--- src/rtl/video_timing_pkg.sv ---
`default_nettype none
// ============================================================================
//  Module      : video_timing_pkg
//  Description : Shared constants and types for the raster timing generator.
//                Pattern-select codes, FSM state encodings, default timing
//                constants and the colour-bar lookup.
//  Revision    : 1.0  initial release
// ============================================================================
package video_timing_pkg;

    // Pattern select codes
    localparam logic [1:0] PAT_SOLID = 2'd0;
    localparam logic [1:0] PAT_RAMP  = 2'd1;
    localparam logic [1:0] PAT_BARS  = 2'd2;
    localparam logic [1:0] PAT_CHECK = 2'd3;

    // Generator FSM states
    typedef enum logic [1:0] {
        ST_IDLE = 2'd0,
        ST_RUN  = 2'd1,
        ST_STOP = 2'd2
    } state_t;

    // Default timing totals for the standard configuration
    localparam int DEF_HTOT = 15;
    localparam int DEF_HACT = 10;

    // Colour-bar {R,G,B} on/off masks, bar 0 in the low bits:
    // white, yellow, cyan, green, magenta, red, blue, black
    localparam logic [23:0] BAR_COLOURS = {3'b000, 3'b001, 3'b100, 3'b101,
                                           3'b010, 3'b011, 3'b110, 3'b111};

    // Expands a bar index into a full 30-bit {R,G,B} pixel
    function automatic logic [29:0] bar_rgb(input logic [2:0] idx);
        logic [2:0] m;
        m = BAR_COLOURS[idx*3 +: 3];
        return {{10{m[2]}}, {10{m[1]}}, {10{m[0]}}};
    endfunction

endpackage
`default_nettype wire

--- src/rtl/video_pattern_gen.sv ---
`default_nettype none
// ============================================================================
//  Module      : video_pattern_gen
//  Description : Maps active coordinates and the latched pattern selection to
//                a registered 30-bit {R,G,B} pixel. Output is zero whenever
//                i_de is low.
//  Ports       : clk, rst        clock / async active-high reset
//                i_de            active-pixel qualifier for this clock
//                i_x, i_y        active coordinates
//                i_pat           latched pattern select
//                i_solid         latched solid colour
//                o_rgb           registered pixel {R,G,B}
//  Revision    : 1.0  initial release
// ============================================================================
module video_pattern_gen
    import video_timing_pkg::*;
#(
    parameter int HW       = 4,
    parameter int VW       = 4,
    parameter int HACT     = DEF_HACT,
    parameter int CHK_LOG2 = 1
) (
    input  logic          clk,
    input  logic          rst,
    input  logic          i_de,
    input  logic [HW-1:0] i_x,
    input  logic [VW-1:0] i_y,
    input  logic [1:0]    i_pat,
    input  logic [29:0]   i_solid,
    output logic [29:0]   o_rgb
);

    // Bar width is HACT/8, never less than one pixel
    localparam int BAR_W = (HACT >= 8) ? (HACT / 8) : 1;
    localparam int BCW   = (BAR_W > 1) ? $clog2(BAR_W) : 1;
    localparam logic [BCW-1:0] C_BAR_LAST = BCW'(BAR_W - 1);

    logic [9:0]     w_x10;
    logic           w_chk;
    logic [2:0]     r_bar_idx;
    logic [BCW-1:0] r_bar_cnt;
    logic [29:0]    r_rgb;

    // Ramp value: x zero-extended or truncated to 10 bits
    if (HW >= 10) begin : g_x_trunc
        assign w_x10 = i_x[9:0];
    end else begin : g_x_ext
        assign w_x10 = {{(10 - HW){1'b0}}, i_x};
    end

    assign w_chk = (|((i_x >> CHK_LOG2) & HW'(1))) ^ (|((i_y >> CHK_LOG2) & VW'(1)));

    // Bar index tracks the current pixel: restarts at each line's blanking,
    // steps every BAR_W active pixels and saturates on the last (black) bar.
    always_ff @(posedge clk or posedge rst) begin
        if (rst) begin
            r_bar_idx <= 3'd0;
            r_bar_cnt <= '0;
        end else if (!i_de) begin
            r_bar_idx <= 3'd0;
            r_bar_cnt <= '0;
        end else if (r_bar_cnt == C_BAR_LAST) begin
            r_bar_cnt <= '0;
            if (r_bar_idx != 3'd7) begin
                r_bar_idx <= r_bar_idx + 3'd1;
            end
        end else begin
            r_bar_cnt <= r_bar_cnt + BCW'(1);
        end
    end

    always_ff @(posedge clk or posedge rst) begin
        if (rst) begin
            r_rgb <= '0;
        end else if (!i_de) begin
            r_rgb <= '0;
        end else begin
            case (i_pat)
                PAT_SOLID: r_rgb <= i_solid;
                PAT_RAMP:  r_rgb <= {w_x10, w_x10, w_x10};
                PAT_BARS:  r_rgb <= bar_rgb(r_bar_idx);
                default:   r_rgb <= w_chk ? 30'h3FFF_FFFF : 30'h0;
            endcase
        end
    end

    assign o_rgb = r_rgb;

endmodule
`default_nettype wire

--- src/rtl/video_timing_gen.sv ---
`default_nettype none
// ============================================================================
//  Module      : video_timing_gen
//  Description : Raster timing and test-pattern source. Generates registered
//                vsync/hsync/de plus 30-bit RGB pixels; frames start and stop
//                only on frame boundaries.
//  Ports       : clk, rst              pixel clock / async active-high reset
//                i_en                  run request
//                i_pat_sel, i_solid_rgb pattern select and solid colour
//                o_vsync, o_hsync, o_de timing outputs (1-clock latency)
//                o_r/g/b_data          pixel channels, 0 outside o_de
//                o_sof                 pulse on first vsync clock of a frame
//                o_busy                high while running or stopping
//                o_frame_cnt           completed frame count (wraps)
//  Revision    : 1.0  initial release
// ============================================================================
module video_timing_gen
    import video_timing_pkg::*;
#(
    parameter int HSW      = 1,
    parameter int HBP      = 2,
    parameter int HACT     = 10,
    parameter int HFP      = 2,
    parameter int VSW      = 1,
    parameter int VBP      = 1,
    parameter int VACT     = 8,
    parameter int VFP      = 1,
    parameter int CHK_LOG2 = 1
) (
    input  logic        clk,
    input  logic        rst,
    input  logic        i_en,
    input  logic [1:0]  i_pat_sel,
    input  logic [29:0] i_solid_rgb,
    output logic        o_vsync,
    output logic        o_hsync,
    output logic        o_de,
    output logic [9:0]  o_r_data,
    output logic [9:0]  o_g_data,
    output logic [9:0]  o_b_data,
    output logic        o_sof,
    output logic        o_busy,
    output logic [15:0] o_frame_cnt
);

    localparam int HTOT = HSW + HBP + HACT + HFP;
    localparam int VTOT = VSW + VBP + VACT + VFP;
    localparam int HW   = $clog2(HTOT);
    localparam int VW   = $clog2(VTOT);

    localparam logic [HW-1:0] C_H_LAST  = HW'(HTOT - 1);
    localparam logic [HW-1:0] C_HSW     = HW'(HSW);
    localparam logic [HW-1:0] C_HA_BEG  = HW'(HSW + HBP);
    localparam logic [HW-1:0] C_HA_END  = HW'(HSW + HBP + HACT);
    localparam logic [VW-1:0] C_V_LAST  = VW'(VTOT - 1);
    localparam logic [VW-1:0] C_VSW     = VW'(VSW);
    localparam logic [VW-1:0] C_VA_BEG  = VW'(VSW + VBP);
    localparam logic [VW-1:0] C_VA_END  = VW'(VSW + VBP + VACT);

    state_t        r_state, w_state_nxt;
    logic          w_latch;
    logic [HW-1:0] r_h_cnt;
    logic [VW-1:0] r_v_cnt;
    logic [1:0]    r_pat;
    logic [29:0]   r_solid;
    logic [15:0]   r_frame_cnt;
    logic          r_hsync, r_vsync, r_de, r_sof;
    logic [29:0]   w_rgb;

    logic          w_running, w_h_last, w_frame_end;
    logic          w_hsync, w_vsync, w_de;
    logic [HW-1:0] w_x;
    logic [VW-1:0] w_y;

    assign w_running   = (r_state != ST_IDLE);
    assign w_h_last    = (r_h_cnt == C_H_LAST);
    assign w_frame_end = w_h_last && (r_v_cnt == C_V_LAST);

    // ---------------- FSM ----------------
    always_ff @(posedge clk or posedge rst) begin
        if (rst) begin
            r_state <= ST_IDLE;
        end else begin
            r_state <= w_state_nxt;
        end
    end

    // w_latch marks the clocks where a new frame begins in RUN; the pattern
    // selection is captured only there so mid-frame changes are deferred.
    always_comb begin
        w_state_nxt = r_state;
        w_latch     = 1'b0;
        case (r_state)
            ST_IDLE: begin
                if (i_en) begin
                    w_state_nxt = ST_RUN;
                    w_latch     = 1'b1;
                end
            end
            ST_RUN: begin
                if (w_frame_end) begin
                    if (i_en) begin
                        w_latch = 1'b1;
                    end else begin
                        w_state_nxt = ST_IDLE;
                    end
                end else if (!i_en) begin
                    w_state_nxt = ST_STOP;
                end
            end
            ST_STOP: begin
                if (i_en) begin
                    // Resume the current frame; no restart
                    w_state_nxt = ST_RUN;
                    w_latch     = w_frame_end;
                end else if (w_frame_end) begin
                    w_state_nxt = ST_IDLE;
                end
            end
            default: w_state_nxt = ST_IDLE;
        endcase
    end

    // ---------------- Counters and pattern latch ----------------
    always_ff @(posedge clk or posedge rst) begin
        if (rst) begin
            r_h_cnt <= '0;
            r_v_cnt <= '0;
        end else if (!w_running) begin
            r_h_cnt <= '0;
            r_v_cnt <= '0;
        end else if (w_h_last) begin
            r_h_cnt <= '0;
            r_v_cnt <= (r_v_cnt == C_V_LAST) ? '0 : r_v_cnt + VW'(1);
        end else begin
            r_h_cnt <= r_h_cnt + HW'(1);
        end
    end

    always_ff @(posedge clk or posedge rst) begin
        if (rst) begin
            r_pat   <= PAT_SOLID;
            r_solid <= '0;
        end else if (w_latch) begin
            r_pat   <= i_pat_sel;
            r_solid <= i_solid_rgb;
        end
    end

    always_ff @(posedge clk or posedge rst) begin
        if (rst) begin
            r_frame_cnt <= '0;
        end else if (w_running && w_frame_end) begin
            r_frame_cnt <= r_frame_cnt + 16'd1;
        end
    end

    // ---------------- Timing decode ----------------
    assign w_hsync = (r_h_cnt < C_HSW);
    assign w_vsync = (r_v_cnt < C_VSW);
    assign w_de    = (r_h_cnt >= C_HA_BEG) && (r_h_cnt < C_HA_END) &&
                     (r_v_cnt >= C_VA_BEG) && (r_v_cnt < C_VA_END);
    assign w_x     = r_h_cnt - C_HA_BEG;
    assign w_y     = r_v_cnt - C_VA_BEG;

    always_ff @(posedge clk or posedge rst) begin
        if (rst) begin
            r_hsync <= 1'b0;
            r_vsync <= 1'b0;
            r_de    <= 1'b0;
            r_sof   <= 1'b0;
        end else begin
            r_hsync <= w_running && w_hsync;
            r_vsync <= w_running && w_vsync;
            r_de    <= w_running && w_de;
            r_sof   <= w_running && (r_h_cnt == '0) && (r_v_cnt == '0);
        end
    end

    video_pattern_gen #(
        .HW       (HW),
        .VW       (VW),
        .HACT     (HACT),
        .CHK_LOG2 (CHK_LOG2)
    ) u_pattern (
        .clk     (clk),
        .rst     (rst),
        .i_de    (w_running && w_de),
        .i_x     (w_x),
        .i_y     (w_y),
        .i_pat   (r_pat),
        .i_solid (r_solid),
        .o_rgb   (w_rgb)
    );

    assign o_hsync     = r_hsync;
    assign o_vsync     = r_vsync;
    assign o_de        = r_de;
    assign o_sof       = r_sof;
    assign o_r_data    = w_rgb[29:20];
    assign o_g_data    = w_rgb[19:10];
    assign o_b_data    = w_rgb[9:0];
    assign o_busy      = w_running;
    assign o_frame_cnt = r_frame_cnt;

endmodule
`default_nettype wire

--- config.mk ---
export PLATFORM = sky130hd
export DESIGN_NAME = video_timing_gen
export DESIGN_NICKNAME = d
export VERILOG_FILES = /design/src/rtl/video_timing_pkg.sv /design/src/rtl/video_pattern_gen.sv /design/src/rtl/video_timing_gen.sv
export SDC_FILE = /design/constraint.sdc
export NUM_CORES = 1
export LEC_CHECK = 0
export CORE_MARGIN = 1
export CORE_UTILIZATION = 50
export DETAILED_ROUTE_END_ITERATION = 10
export PLACE_DENSITY = 0.78
export REMOVE_ABC_BUFFERS = 1
export SLEW_MARGIN = 20
export SYNTH_ARGS = -nofsm -noshare
export SYNTH_HDL_FRONTEND = slang
export SYNTH_SLANG_ARGS = --single-unit
--- constraint.sdc ---
create_clock -name clk -period 5.74 [get_ports clk]
set_input_delay 1.148 -clock clk [delete_from_list [all_inputs] [get_ports clk]]
set_output_delay 1.148 -clock clk [all_outputs]
set_load 0.02 [all_outputs]
==> results of run 1 <==
## worst max path at each step
stage	slack [ns]	depth (start not counted)	end
after floorplan	2.11	1	o_de$_DFF_PP0_
final	2.52	4	o_busy
after global routing	2.40	4	o_busy
after CTS	2.53	4	o_busy
after global placement	2.97	4	r_pat[1]$_DFFE_PP0P_
after detailed placement	2.92	4	o_busy
## per-stage QoR
step	setup slack, ns	hold slack, ns	util [%]	area, um^2
after global placement	2.975	0.4543	64.26	5069
after detailed placement	2.918	0.4641	64.26	5069
final	2.525	0.4755	66.99	5284
after floorplan	2.115	0.4490	-	4065
after CTS	2.526	0.4785	66.96	5281
after global routing	2.401	0.5014	66.99	5284
## sequential cells by signal, summed over array words and instances (netlist names)
name	flops
r_h_cnt	4
o_vsync	1
o_sof	1
r_solid	30
u_pattern.r_bar_idx	3
o_hsync	1
u_pattern.o_rgb	30
o_de	1
r_pat	2
o_frame_cnt	16
r_state	2
r_v_cnt	4
## cell usage after synthesis, drive strengths merged, types with 6 or more instances
cell | count | area share [%]
nand3 | 9 | 1.1
nor3 | 12 | 1.4
xor2 | 7 | 1.5
and3 | 8 | 1.2
clkbuf | 9 | 0.81
o21ai | 7 | 0.84
xnor2 | 12 | 2.5
ha | 14 | 4.2
inv | 16 | 1.4
dfrtp | 95 | 57
buf | 7 | 1.3
nand4 | 6 | 0.90
or2 | 6 | 0.90
nor2 | 14 | 1.3
mux2 | 33 | 8.9
nand2 | 30 | 2.7
a21oi | 37 | 4.5
## where the power goes
part / internal, uW / total, uW / leakage, uW / switching [uW]
Sequential: 807 / 925 / 0.00125 / 118
Clock: 210 / 460 / 0.000104 / 249
Combinational: 254 / 538 / 0.000974 / 284
Total: 1270 / 1920 / 0.00232 / 651
## worst max-delay path, delay by kind of cell (launching register included)
family,cells,cell delay (ns)
buffers and inverters,3,0.84
adder cells (fa/ha/maj),1,0.45
flip-flops,1,0.42
## cells in the final DEF, fill, tap and decap left out, types with 2 or more instances in the layout
| master | count |
|---|---|
| xnor2_1 | 12 |
| mux2_2 | 3 |
| or4_1 | 2 |
| ha_1 | 14 |
| nor3_1 | 12 |
| inv_1 | 15 |
| mux2_1 | 30 |
| or2_2 | 6 |
| and4_1 | 3 |
| mux2i_1 | 3 |
| nand3_1 | 9 |
| nand2b_1 | 3 |
| clkdlybuf4s50_1 | 85 |
| buf_4 | 3 |
| a21oi_1 | 37 |
| nand3b_1 | 3 |
| nor2_1 | 13 |
| nand2_1 | 30 |
| o21bai_1 | 3 |
| xor2_1 | 7 |
| nand4_1 | 6 |
| nor2b_1 | 4 |
| and3_1 | 8 |
| and2_1 | 4 |
| o21ai_0 | 7 |
| inv_6 | 3 |
| clkbuf_8 | 9 |
| dfrtp_1 | 95 |
## cells by family (layout without fill, tap and decap cells)
family                     count (synthesis)  after routing  synth area share [%]
muxes                                     36             36                 9.671
DFF                                       95             95                 57.25
xor gates and xnor gates                  19             19                 4.007
AOI/OAI and AO/OA                         52             52                 6.809
adders and majority gates                 14             14                 4.218
buffers and inverters                     32            120                 3.555
and+or+nand+nor                          111            111                 14.49
## layer usage
metal | wire, um | part of all wire (%) | track usage, %
met5 | 0 | 0 | 0
met4 | 119 | 1.5 | 8.077
met3 | 284 | 3.5 | 3.496
met2 | 3933 | 48 | 31.25
met1 | 3829 | 47 | 28.98
## final cells by class
class	count	area (um^2)
clock inverter	7	88.84
multi-input combinational	232	1630
tap	102	127.6
fill	601	2604
clock buffer	9	123.9
inverter	16	62.56
timing repair buffer	88	873.3
sequential	95	2377
==> out/qor.yml, run 1 <==
status: "finished clean"
rr_endpoint: "r_pat[1]$_DFFE_PP0P_"
drc_errors: 0
crit_path_start: "r_state[1]$_DFFE_PP0P_"
crit_chain: "inv_1 > ha_1 > inv_1 > clkdlybuf4s50_1"
cts.clk_slew.worst_paths_ns: 0.10
dieHeight_um: 93.14
relSlewSlack_pct: 44.37
viasPerCell: 5.253
die_x_um: 93.14
gp_congestion: 0.8094
grt_pass1_vias: 2811
cp.arrival_ns: 2.07
ys_seq_elements: 95
syn_area_um2: 4153
post_cts_hold_buffer_count: 0
crit_fanout: 14
ios: 86
cts_root_buf: "clkbuf_8"
fmax_ghz: 0.3110
synth_ff_type: "dfrtp_1"
hpwl_mm: 5.601
netlist-cell-type-count: 39
nets: 491
ys_seq_area_share_pct: 57.25
antenna_found_initial: 0
worstSetupPathType: "reg2out"
drive_gt1_share_pct: 7.159
cellPowerDensity_nw_per_um2: 363.9
maxCapViolations: 0
end_kind: "primary output"
hold_class: "reg2reg"
routed_wl_mm: 8.166
coreArea_um2: 7888
min-delay-start: "o_frame_cnt[15]$_DFFE_PP0P_"
cts.sink_count: 95
grt_max_degree: 52
synth-edff-count: 0
drtIter0Drc: 174
reg2reg_slack_ns: 3.33
avgSynthCellArea_um2: 11.57
grt_first_pass_wirelength_mm: 13.59
fin_crit_sh_pct: 56.02
post_cts_buffers: 0
start_kind: "register"
final_cells: 549
cp_common_cell: "inv_1"
vias: 2884
worstHoldPathCells: 1
crit_required_ns: 4.59
dp_cells: 533
r2r_cells: 7
fin_crit_ns: 3.215
slowest_delay_ns: 0.58
cts_buffer_depth: 2
drt-pass1-iter-count: 4
tritoncts: "built"
worstHoldEndpoint: "o_frame_cnt[15]$_DFFE_PP0P_"
grt_overflow: 0
report.final.hold_viol_count: 0
post_drt_wl_per_cell_um: 14.87
fin_skew_ns: 0.01231
cp_slowest_cell: "clkdlybuf4s50_1"
start_util_pct: 52.65
p_leak_uw: 0.002325
area_growth_pct: 27.24
portBuffers: 85
clk_latency_ns: 0.36
drv_slew: 0
track_usage_pct: 20.38
cts_max_level: 3
synthArstFlopShare_pct: 100.0
dieArea_um2: 8674
n_antenna_cell: 0
netlist_instances: 359
r2r-start: "r_h_cnt[0]$_DFF_PP0_"
finalSetupViolCount: 0
worst_pin_slew_ns: 0.8281
finalPower_uw: 1923
rsz0062_at_grt: "false"
cts_resized: 0
cts_buffers: 9
ant_nets: 0
synth_warnings: 0
fp-row-count: 32
fin_tns_setup_ns: 0
vdd_ir_drop_max_mv: 0.1921
No activity file was read; power rests on OpenSTA's default activity.
==> run 2: changes to the inputs <==
--- a/config.mk
+++ b/config.mk
@@ -6,9 +6,9 @@
 export NUM_CORES = 1
 export LEC_CHECK = 0
 export CORE_MARGIN = 1
-export CORE_UTILIZATION = 50
+export CORE_UTILIZATION = 46
 export DETAILED_ROUTE_END_ITERATION = 10
-export PLACE_DENSITY = 0.78
+export PLACE_DENSITY = 0.76
 export REMOVE_ABC_BUFFERS = 1
 export SLEW_MARGIN = 20
 export SYNTH_ARGS = -nofsm -noshare
==> constraint.sdc (replaced) <==
create_clock -name clk -period 2.8 [get_ports clk]
set_input_delay 0.56 -clock clk [delete_from_list [all_inputs] [get_ports clk]]
set_output_delay 0.56 -clock clk [all_outputs]
set_load 0.02 [all_outputs]
==> out/qor.yml, run 2 (synthesized netlist as in run 1, its figures left out) <==
status: "finished clean"
drv_slew: 0
grt_pass1_vias: 2929
post_cts_buffers: 0
fmax_ghz: 0.4044
hpwl_mm: 5.971
report.final.hold_viol_count: 0
fin_tns_setup_ns: 0
nets: 497
antenna_found_initial: 0
fin_crit_ns: 2.473
reg2reg_slack_ns: 0.49
dieArea_um2: 9412
cp.arrival_ns: 1.91
start_util_pct: 47.62
layout.cells.most_common_list: "dfrtp_1, clkdlybuf4s50_1, a21oi_1"
area_growth_pct: 28.92
grt_max_degree: 36
fin_skew_ns: 0.006114
r2r-start: "r_h_cnt[0]$_DFF_PP0_"
hold_class: "reg2reg"
clk_latency_ns: 0.35
track_usage_pct: 19.20
die_x_um: 97.02
gp_congestion: 0.8313
end_kind: "primary output"
cellPowerDensity_nw_per_um2: 744.9
cts_buffers: 9
viasPerCell: 5.269
finalSetupViolCount: 0
drc_errors: 0
fp-row-count: 34
min-delay-start: "o_frame_cnt[15]$_DFFE_PP0P_"
ant_nets: 0
worstSetupPathType: "reg2out"
worstHoldPathCells: 1
crit_fanout: 7
rsz0062_at_grt: "false"
drt-pass1-iter-count: 4
cts.clk_slew.worst_paths_ns: 0.09
worst_pin_slew_ns: 0.6915
vdd_ir_drop_max_mv: 0.4623
relSlewSlack_pct: 53.41
post_cts_hold_buffer_count: 0
routed_wl_mm: 8.474
r2r_cells: 7
cts_resized: 0
worstHoldEndpoint: "o_frame_cnt[15]$_DFFE_PP0P_"
drive_gt1_share_pct: 7.947
crit_required_ns: 2.24
p_leak_uw: 0.002358
dieHeight_um: 97.02
post_drt_wl_per_cell_um: 15.11
maxCapViolations: 0
n_antenna_cell: 0
fin_crit_sh_pct: 88.31
cts_root_buf: "clkbuf_8"
drtIter0Drc: 73
coreArea_um2: 8721
grt_overflow: 0
timing.hold.ws_ns: 0.4713
final_common_cell: "dfrtp_1"
portBuffers: 85
tritoncts: "built"
start_kind: "register"
grt_first_pass_wirelength_mm: 14.50
cts.sink_count: 95
vias: 2956
cts_max_level: 3
ios: 86
rr_endpoint: "r_pat[0]$_DFFE_PP0P_"
cts_buffer_depth: 2
[run 2: cell count changes in the layout (fill, tap and decap cells not counted)]
| cell | change |
|---|---|
| buf_12 | +2 |
| buf_4 | +4 |
| clkbuf_1 | +1 |
| clkbuf_8 | +2 |
| clkinv_2 | +1 |
| clkinv_8 | -1 |
| clkinvlp_4 | +1 |
| inv_4 | -1 |
| inv_6 | -3 |
| nor2_1 | +1 |
| nor2_2 | -1 |
[run 2: worst max-delay path by stage]
stage | cells past startpoint | end | slack, ns | from
finish | 4 | o_busy | 0.33 | r_state[0]$_DFFE_PP0P_
CTS | 4 | o_busy | 0.33 | r_state[0]$_DFFE_PP0P_
global placement | 7 | r_solid[29]$_DFFE_PP0P_ | 0.60 | r_h_cnt[0]$_DFF_PP0_
detailed placement | 7 | r_solid[7]$_DFFE_PP0P_ | 0.54 | r_h_cnt[0]$_DFF_PP0_
floorplan | 1 | o_de$_DFF_PP0_ | -0.24 | rst
global route | 4 | o_busy | 0.23 | r_state[0]$_DFFE_PP0P_
[run 2: power by group]
part | switching [uW] | internal (uW)
sequential | 195 | 1660
combinational | 640 | 566
clock | 467 | 464
[run 2: layer usage]
metal / routed length (um) / global-route usage (%) / share of wire [%]
met1: 3922 / 26.35 / 46
met2: 3945 / 29.58 / 47
met3: 521 / 5.491 / 6.1
met4: 85 / 5.970 / 1.0
met5: 0 / 0 / 0
[run 2: cell type report]
type / instances / area (um^2)
multi-input cells: 232 / 1628
well taps: 108 / 135.1
fillers: 698 / 3367
repair buffers: 94 / 943.4
clock inverters: 4 / 53.80
clock buffers: 12 / 155.1
flip-flops and latches: 95 / 2377
inverters: 16 / 61.31
[run 2: worst max-delay path: stages, from the launching register on]
cell             delay [ns]
dfrtp_1                0.40
inv_1                  0.08
ha_1                   0.30
inv_1                  0.15
clkdlybuf4s50_1        0.62
[run 2: per-stage QoR]
stage                     cell area (um^2)  worst slack, ns  std cells  power [uW]  utilization (%)
after floorplan                       4065          -0.2370        343        2650                -
after global placement                5145           0.6036        545        3038            59.00
after detailed placement              5145           0.5355        545        3086            59.00
after CTS                             5354           0.3263        561        4020            61.39
after global routing                  5354           0.2289        561        4245            61.39
final                                 5354           0.3272        561        3988            61.39
==> run 3: changes to the inputs <==
--- a/config.mk
+++ b/config.mk
@@ -5,10 +5,12 @@
 export SDC_FILE = /design/constraint.sdc
 export NUM_CORES = 1
 export LEC_CHECK = 0
+export CELL_PAD_IN_SITES_DETAIL_PLACEMENT = 0
+export CELL_PAD_IN_SITES_GLOBAL_PLACEMENT = 2
 export CORE_MARGIN = 1
-export CORE_UTILIZATION = 46
+export CORE_UTILIZATION = 30
 export DETAILED_ROUTE_END_ITERATION = 10
-export PLACE_DENSITY = 0.76
+export PLACE_DENSITY_LB_ADDON = 0.1
 export REMOVE_ABC_BUFFERS = 1
 export SLEW_MARGIN = 20
 export SYNTH_ARGS = -nofsm -noshare
==> out/qor.yml, run 3 (synthesized netlist as in run 1, its figures left out) <==
crit_required_ns: 2.24
cp.arrival_ns: 1.89
area_growth_pct: 31.73
drv_slew: 0
post_drt_wl_per_cell_um: 14.65
dieArea_um2: 14320
fin_util_pct: 40.98
start_kind: "register"
layout.cells.most_common_list: "dfrtp_1, clkdlybuf4s50_1, a21oi_1"
start_util_pct: 31.11
dpl_worst_slack_ns: 0.5648
fmax_ghz: 0.4086
sw_frac_of_total_pct: 32.23
report.final.hold_viol_count: 0
fin_crit_ns: 2.447
portBuffers: 85
finalSetupViolCount: 0
fp-row-count: 42
status: "finished clean"
cts_max_level: 3
cellPowerDensity_nw_per_um2: 758.0
nets: 495
drtIter0Drc: 120
crit_fanout: 8
p_int_uw: 2810
hold_class: "reg2reg"
p_clk_share_pct: 26.8
fin_skew_ns: 0.007040
relSlewSlack_pct: 48.56
grt_overflow: 0
gp_congestion: 0.7091
grt_max_degree: 46
cts_buffer_depth: 2
n_antenna_cell: 0
layout_setup_ws_ns: 0.3527
cts_root_buf: "clkbuf_16"
drc_errors: 0
viasPerCell: 4.589
reg2reg_slack_ns: 0.55
hpwl_mm: 6.135
track_usage_pct: 14.05
grt_pass1_vias: 2970
fin_crit_sh_pct: 87.40
postPlaceCellArea_um2: 5216
timing.hold.ws_ns: 0.4623
worst_pin_slew_ns: 0.7635
vias: 2868
drt-pass1-iter-count: 4
ios: 86
combPwrFrac_pct: 27.6
cts.clk_slew.worst_paths_ns: 0.07
drive_gt1_share_pct: 6.904
cts_buffers: 9
antenna_found_initial: 0
clk_latency_ns: 0.35
cts.sink_count: 95
post_cts_hold_buffer_count: 0
p_leak_uw: 0.002372
fin_tns_setup_ns: 0
cts_resized: 0
die_x_um: 119.7
grt_first_pass_wirelength_mm: 15.46
coreArea_um2: 13350
seq_power_share_pct: 45.6
routed_wl_mm: 9.156
final_common_cell: "dfrtp_1"
ant_nets: 0
post_cts_buffers: 0
worstSetupPathType: "reg2out"
final_area_um2: 5470
vdd_ir_drop_max_mv: 0.3139
dieHeight_um: 119.7
maxCapViolations: 0
tritoncts: "built"
rsz0062_at_grt: "false"
end_kind: "primary output"
p_sw_uw: 1337
run 3: cell count changes in the layout (fill, tap and decap cells not counted):
cell        delta
bufinv_16      -1
inv_4          +1
clkbuf_16      +9
buf_4          -2
clkbuf_8      -11
clkbuf_1       +1
clkinvlp_4     -1
clkinv_4       -1
inv_6          +1
run 3: per-stage QoR:
step | power, uW | std cells
after floorplan | 2650 | 343
after global placement | 3074 | 611
after detailed placement | 3096 | 611
after CTS | 4225 | 625
after global routing | 4434 | 625
final | 4146 | 625
run 3: routing by layer:
layer,global-route usage [%],routed length (um)
met5,0,0
met4,7.266,200
met3,3.137,388
met2,21.75,4288
met1,18.39,4278
run 3: power groups by stage:
| stage | clock, uW | sequential (uW) | combinational [uW] |
|---|---|---|---|
| final | 1110 | 1890 | 1150 |
| after global routing | 1200 | 1950 | 1290 |
| after CTS | 1150 | 1900 | 1170 |
| after detailed placement | 0 | 1920 | 1170 |
| after global placement | 0 | 1920 | 1160 |
| after floorplan | 0 | 1870 | 784 |
run 3: critical path: stages, from the launching register on:
cell,delay (ns)
dfrtp_1,0.41
inv_1,0.09
ha_1,0.34
inv_1,0.14
clkdlybuf4s50_1,0.56
run 3: worst paths after layout:
path / start / cells after the start / end
min reg2reg: o_frame_cnt[15]$_DFFE_PP0P_ / 1 / o_frame_cnt[15]$_DFFE_PP0P_
max reg2reg: r_h_cnt[0]$_DFF_PP0_ / 7 / r_solid[13]$_DFFE_PP0P_
max: r_state[1]$_DFFE_PP0P_ / 4 / o_busy
min in group asynchronous: rst / 2 / r_solid[20]$_DFFE_PP0P_
min: o_frame_cnt[15]$_DFFE_PP0P_ / 1 / o_frame_cnt[15]$_DFFE_PP0P_
max in group asynchronous: rst / 3 / u_pattern.o_rgb[21]$_DFF_PP0_
run 3: cell type report:
class,instances,area (um^2)
Fill cell,1333,7878
Inverter,16,62.56
Tap cell,176,220.2
Multi-Input combinational cell,232,1628
Timing Repair Buffer,92,928.4
Clock inverter,3,21.27
Sequential cell,95,2377
Clock buffer,11,232.7
